[config.mk]
export PLATFORM = sky130hd
export DESIGN_NAME = id_ex_stage
export DESIGN_NICKNAME = d
export VERILOG_FILES = /design/src/rtl/id_ex_stage.sv
export SDC_FILE = /design/constraint.sdc
export NUM_CORES = 1
export LEC_CHECK = 0
export BUFFER_PORTS_ARGS = -buffer_cell sky130_fd_sc_hd__buf_2
export CAP_MARGIN = 15
export CORE_MARGIN = 4
export CORE_UTILIZATION = 45
export DETAILED_ROUTE_END_ITERATION = 6
export GPL_ROUTABILITY_DRIVEN = 0
export PLACE_DENSITY = 0.77
export SLEW_MARGIN = 0
export SYNTH_ARGS = -nofsm -noshare
export SYNTH_HDL_FRONTEND = slang
export SYNTH_SLANG_ARGS = --single-unit
[constraint.sdc]
create_clock -name clk -period 4.43 [get_ports clk]
set_input_delay 0.2215 -clock clk [delete_from_list [all_inputs] [get_ports clk]]
set_output_delay 0.2215 -clock clk [all_outputs]
set_load 0.05 [all_outputs]
[src/rtl/id_ex_stage.sv]
// ID/EX pipeline register: immediate extension, operand-B pre-select, stall/flush and a saturating stall counter.
// Optional feature macro: ID_EX_UPPER_IMM_EN enables upper-immediate extension (ext_sel = 2'b10).
module id_ex_stage #(
  parameter int unsigned DW = 32,
  parameter int unsigned RW = 5,
  parameter int unsigned CW = 8
) (
  input  logic          clk,
  input  logic          rst_n,
  input  logic          id_valid,
  input  logic [DW-1:0] id_rs_data,
  input  logic [DW-1:0] id_rt_data,
  input  logic [15:0]   id_imm16,
  input  logic [1:0]    id_ext_sel,
  input  logic          id_alu_src,
  input  logic [RW-1:0] id_rd,
  input  logic [CW-1:0] id_ctrl,
  input  logic          stall,
  input  logic          flush,
  output logic          ex_valid,
  output logic [DW-1:0] ex_op_a,
  output logic [DW-1:0] ex_op_b,
  output logic [DW-1:0] ex_imm,
  output logic [DW-1:0] ex_rt_data,
  output logic [RW-1:0] ex_rd,
  output logic [CW-1:0] ex_ctrl,
  output logic [15:0]   stall_cnt
);

  localparam int unsigned CntW   = 16;
  localparam logic [1:0]  ExtSgn = 2'b01;
`ifdef ID_EX_UPPER_IMM_EN
  localparam logic [1:0]  ExtUpr = 2'b10;
`endif

  logic [DW-1:0] extImm;
  logic [DW-1:0] opBSel;
  logic          cntInc;

  // ID-side immediate extension; reserved encodings fall back to zero-extend
  always_comb begin
    extImm = DW'({16'h0, id_imm16});
    case (id_ext_sel)
      ExtSgn:  extImm = DW'({{16{id_imm16[15]}}, id_imm16});
`ifdef ID_EX_UPPER_IMM_EN
      ExtUpr:  extImm = DW'({id_imm16, 16'h0});
`endif
      default: extImm = DW'({16'h0, id_imm16});
    endcase
  end

  always_comb begin
    opBSel = id_alu_src ? extImm : id_rt_data;
    cntInc = stall && !flush && (stall_cnt != {CntW{1'b1}});
  end

  // Priority: reset, flush (bubble), stall (hold), load
  always_ff @(posedge clk) begin
    if (!rst_n) begin
      ex_valid   <= 1'b0;
      ex_op_a    <= '0;
      ex_op_b    <= '0;
      ex_imm     <= '0;
      ex_rt_data <= '0;
      ex_rd      <= '0;
      ex_ctrl    <= '0;
    end else if (flush) begin
      ex_valid   <= 1'b0;
      ex_op_a    <= '0;
      ex_op_b    <= '0;
      ex_imm     <= '0;
      ex_rt_data <= '0;
      ex_rd      <= '0;
      ex_ctrl    <= '0;
    end else if (!stall) begin
      ex_valid   <= id_valid;
      ex_op_a    <= id_rs_data;
      ex_op_b    <= opBSel;
      ex_imm     <= extImm;
      ex_rt_data <= id_rt_data;
      ex_rd      <= id_rd;
      ex_ctrl    <= id_ctrl;
    end
  end

  // Saturating performance counter, cleared only by reset
  always_ff @(posedge clk) begin
    if (!rst_n) begin
      stall_cnt <= '0;
    end else if (cntInc) begin
      stall_cnt <= stall_cnt + CntW'(1);
    end
  end

endmodule

Yosys cells after proc, flatten, opt, wreduce, memory -nomap -nowiden
Cells that the tools add are included.
- muxes and demuxes: 2
- bitwise operators: 1
- reductions and logical operators: 4
- equal/unequal tests: 2
- add/subtract/negate cells: 1
- operator list (operator ; count):
    two-way mux 32 bit ; 2
    adder 16 x 1 -> 16 bit (second input constant) ; 1
    != test 16 bit (second input constant) ; 1
    equality test 2 x 1 -> 1 bit (second input constant) ; 1
    logical AND 1 bit ; 2
    OR reduction 2 bit ; 1
    logical NOT 1 bit ; 1
    inverter 1 bit ; 1
- input bits: 101
- register bits: 158
- logic and storage cells: 18
- output and inout bits: 158

Longest topological paths before layout
- word-level depth: 3
- depth in mapped cells: 6
- depth with buffers taken out: 5

Least setup slack after synthesis
Ideal clock, no wire load.
- path type: reg-to-reg
- start point: register stall_cnt[4]
- end point: register stall_cnt[9]
- cell stages (with the launch flop): 6
- slack: 2.360 ns
- setup time: 0.073 ns
- data arrival time: 1.997 ns
- buffers on the path: 1
- required time: 4.357 ns
- clock period less this slack: 2.070 ns
- cells stage by stage: dfxtp_1 > nand4_2 > or3_1 > clkbuf_1 > or4_1 > a21oi_1
- word-level cells in the longest chain between the ends: 2
- elaborated cells between the ends (all ways): 3
- ends and longest elaborated chain (element ; line ; source):
    start: declaration ; 27 ; output logic [15:0] stall_cnt
    start signal: assignment ; 91 ; stall_cnt <= stall_cnt + CntW'(1);
    branches (longest 2 deep; another with adder 16 x 1 -> 16 bit) ; -- ;
Parallel ways; which one is timed is not known.
A chain may end at the register's enable or synchronous reset.

Worst setup path in the final report
- start point: register stall_cnt[0]
- end point: register stall_cnt[15]
The elaborated chain is that of the path after synthesis.

==> metrics.md <==
| Metric | Value |
|---|---|
| Worst reg-to-reg setup slack | 2.54 ns |
| Critical path class | register to register |
| Reg2Reg Capture Point | stall_cnt[15] |
| Cell count after synthesis | 582 |
| Fraction of power consumed by sequential logic | 43.5% |
| Total congestion overflow after global routing | 0 |
| Final count of pins violating max slew | 0 |
| Warnings, synthesis | 0 |
| Startpoint of the most critical hold path | id_ctrl[1] |
| Total GRT Usage | 19.9% |
| Overall power consumption | slightly above 3 mW |
| Mean instance size in the synthesized netlist | a little under 10 sq um |
| Signed area change from the synthesized netlist to the final layout | 33.0% |
| Total DRC errors in the routed layout | 0 |
| Wire per inst | 14.8 um |
| Die Footprint | between 10,000 and 15,000 sq um |
| Worst Reg2Reg Path Length in Cells | 5 |
| Cell leakage power | 3.73 nW |
| Floorplan Core Area | approximately 12,000 sq um |
| CTS sink count | 143 |
| Final hold violations | 0 |
| Total negative slack for setup checks | 0 ns |
| Post-synthesis sequential area ratio | 51.1% |
| First-pass GRT wire length | between 20 and 25 mm |
| Post-synthesis cell type count | 33 |
| Fraction of final layout cells with drive strength greater than 1 | between 30% and 40% |
| Min Clock Period, post-route | 1.89 ns |
| Slew at the pin closest to its max-slew limit | around 0.95 ns |
| Total of cells resized after clock tree synthesis | 0 |
| Largest clock skew in the final design | 0.00685 ns |
| FF-to-FF Start | stall_cnt[0] |
| Clock share of power | 43.6% |
| Cells along the critical path | ha_1, nand3_1, nor3_1, nor4_1, mux2i_1 |
| Cell chosen for the clock root | sky130_fd_sc_hd__clkbuf_16 |
| Die X-Extent | between 100 and 150 um |
| Via-to-Cell Ratio | 4.86 |
| Critical Path Start Type | register |
| Initial antenna violation count | 0 |
| H-tree level count | 4 |
| IO buf count | 258 |
| Hold Path Sink | ex_ctrl[1] |
| Number of top-level design ports | about 260 |
| Leading cell types in the layout, fill and taps excluded | sky130_fd_sc_hd__buf_2, sky130_fd_sc_hd__dfxtp_1, sky130_fd_sc_hd__nor2_1, sky130_fd_sc_hd__mux2i_1, sky130_fd_sc_hd__a21oi_1 |
| Vias after detailed routing | between 4,000 and 5,000 |
| Layout net count | 910 |
| Share of total power consumed by net switching | 26.1% |
| Hold Path Depth | 3 |
| Fill cell total of the finished layout | 1,081 |
| Total setup buffers inserted after CTS | 0 |
| Routed Antenna Nets | 0 |
| Crit. End Element | register |
| Leading cell type in the layout, fill and taps excluded | sky130_fd_sc_hd__buf_2 |
| Vert. Die Dim | 120 um |
| Power per cell area | just over 400 nW/um^2 |
| # diodes | 0 |
| Estimated wirelength of the detail-placed design | about 10 mm |
| Number of buffers on the longest clock path | 2 |
| Combinational fraction of design power | 12.9% |
| Setup repair after global routing missed its margin | no |
| Area of the multi-input gates | around 2500 sq um |
| Type of the tightest min-delay check | primary input to register |
| Latest clock arrival within the worst-skew pair | 0.40 ns |
| Max-capacitance violation count | 0 |
| Switching power | 0.805 mW |
| Critical path's slowest cell | sky130_fd_sc_hd__nor3_1 |
| Netlist area before placement | 5600 sq um |
| Arrival time of the worst setup path | around 2.2 ns |
| IR Drop Worst-Case VDD | 0.332 mV |
| Peak fanout along the critical path | 7 |
| Crit share post-route | 42.7% |
| Status | completed |
| Max Clock Freq | 528 MHz |
| Area taken by flip-flops and latches | 2860 sq um |
| Total clock buffers created by CTS | 17 |
| DRC marker count from the first detailed-route iteration | around 280 |
| Pin count of the biggest net entering global routing | between 70 and 80 |
| Peak per-stage delay on the critical path | ~0.59 ns |
| Number of synthesized register bits | between 100 and 150 |
| Int Pwr | 2.28 mW |
| Required time of the critical path | 4.70 ns |
| Core Rows | 40 |
| CTS clk-pin slew, worst paths | roughly 0.060 ns |
| Router iterations before antenna repair | 4 |
| Effective utilization at floorplan | 46.2% |
| Relative max-transition margin | 37.0% |
| CTS tree | yes |
| Setup violations, final | 0 |
| Post-cts hold buffer count | 0 |
| Via count of the first global-routing pass | 4,583 |
| Total detailed-routing wirelength | 14.7 mm |
| Net Count, Synth | 684 |
[cell families after synthesis]
logic type                 synth area share [%]
DFF                                        51.1
buffers and inverters                      4.92
AOI/OAI and AO/OA                          6.55
xor gates and xnor gates                  0.156
muxes                                      20.7
and+or+nand+nor                            16.3
adders and majority gates                 0.223
[cell type report]
type,instances,share of cell area (%)
Timing Repair Buffer,261,17.7
Tap cell,168,2.82
Clock buffer,23,6.55
Inverter,3,0.151
Multi-Input combinational cell,382,33.2
Clock inverter,9,1.13
Sequential cell,143,38.5
[worst max-delay path: cells and delay by family, from the launching register on]
kind                     cells  cell delay (ns)
adder cells (fa/ha/maj)      1             0.23
flip-flops                   1             0.40
multiplexers                 1             0.16
AND/OR/NAND/NOR              3             0.98
[cells in the mapped netlist (all sizes together)]
master / instances / area, sq um
nand2: 11 / 41.3
o311ai: 1 / 8.76
a21oi: 58 / 290
or4b: 1 / 10.0
nor2: 131 / 492
or4: 6 / 45.0
nor4: 4 / 31.3
inv: 2 / 7.51
o21ai: 1 / 5.00
nor3: 2 / 10.0
or3: 2 / 12.5
and4: 1 / 8.76
and3: 2 / 12.5
xor2: 1 / 8.76
clkbuf: 27 / 101
mux2i: 116 / 1160
o41ai: 1 / 8.76
clkinv: 1 / 3.75
nand3: 5 / 25.0
nor4bb: 1 / 10.0
o31ai: 6 / 45.0
nor2b: 1 / 6.26
dfxtp: 143 / 2860
ha: 1 / 12.5
nand2b: 8 / 50.1
a311oi: 1 / 8.76
nor3b: 16 / 120
nand4: 5 / 37.5
buf: 27 / 163
[sequential cells by signal, indices dropped and copies added (netlist names)]
name,cells
ex_imm,17
stall_cnt,16
ex_rt_data,32
ex_ctrl,8
ex_valid,1
ex_rd,5
ex_op_a,32
ex_op_b,32
[per-stage QoR]
| step | area (sq um) | util, % | std cells | hold WS [ns] | setup WS, ns |
|---|---|---|---|---|---|
| floorplan | 5600 | - | 582 | 0.365 | 2.36 |
| global placement | 6870 | 56.7 | 957 | 0.451 | 2.49 |
| detailed placement | 6870 | 56.7 | 957 | 0.458 | 2.45 |
| CTS | 7440 | 61.5 | 989 | 0.0244 | 2.52 |
| global route | 7440 | 61.5 | 989 | 0.0276 | 2.29 |
| finish | 7440 | 61.5 | 989 | 0.0436 | 2.54 |
[metal layers]
| layer | routed length [um] | up-vias | share of wire [%] | global-route usage, % |
|---|---|---|---|---|
| li1 | - | 2442 | - | - |
| met1 | 5910 | 2203 | 40 | 23.0 |
| met2 | 7590 | 150 | 52 | 34.2 |
| met3 | 1020 | 12 | 6.9 | 7.21 |
| met4 | 162 | 0 | 1.1 | 6.87 |
| met5 | 0 | - | 0 | 0 |
[worst max path at each step]
stage	startpoint	to	depth (start not counted)
finish	stall_cnt[0]	stall_cnt[15]	5
CTS	stall_cnt[0]	stall_cnt[15]	5
detailed placement	rst_n	ex_ctrl[7]	4
global route	stall_cnt[0]	stall_cnt[15]	5
global placement	rst_n	ex_op_a[20]	4
floorplan	stall_cnt[4]	stall_cnt[9]	5
[power by group through the flow]
stage	logic [mW]	clock network, mW	registers [mW]
final	0.398	1.35	1.34
after global routing	0.427	1.45	1.35
after CTS	0.401	1.38	1.34
after detailed placement	0.400	0	1.37
after global placement	0.397	0	1.37
after floorplan	0.152	0	1.50
No activity file was read; power rests on OpenSTA's default activity.
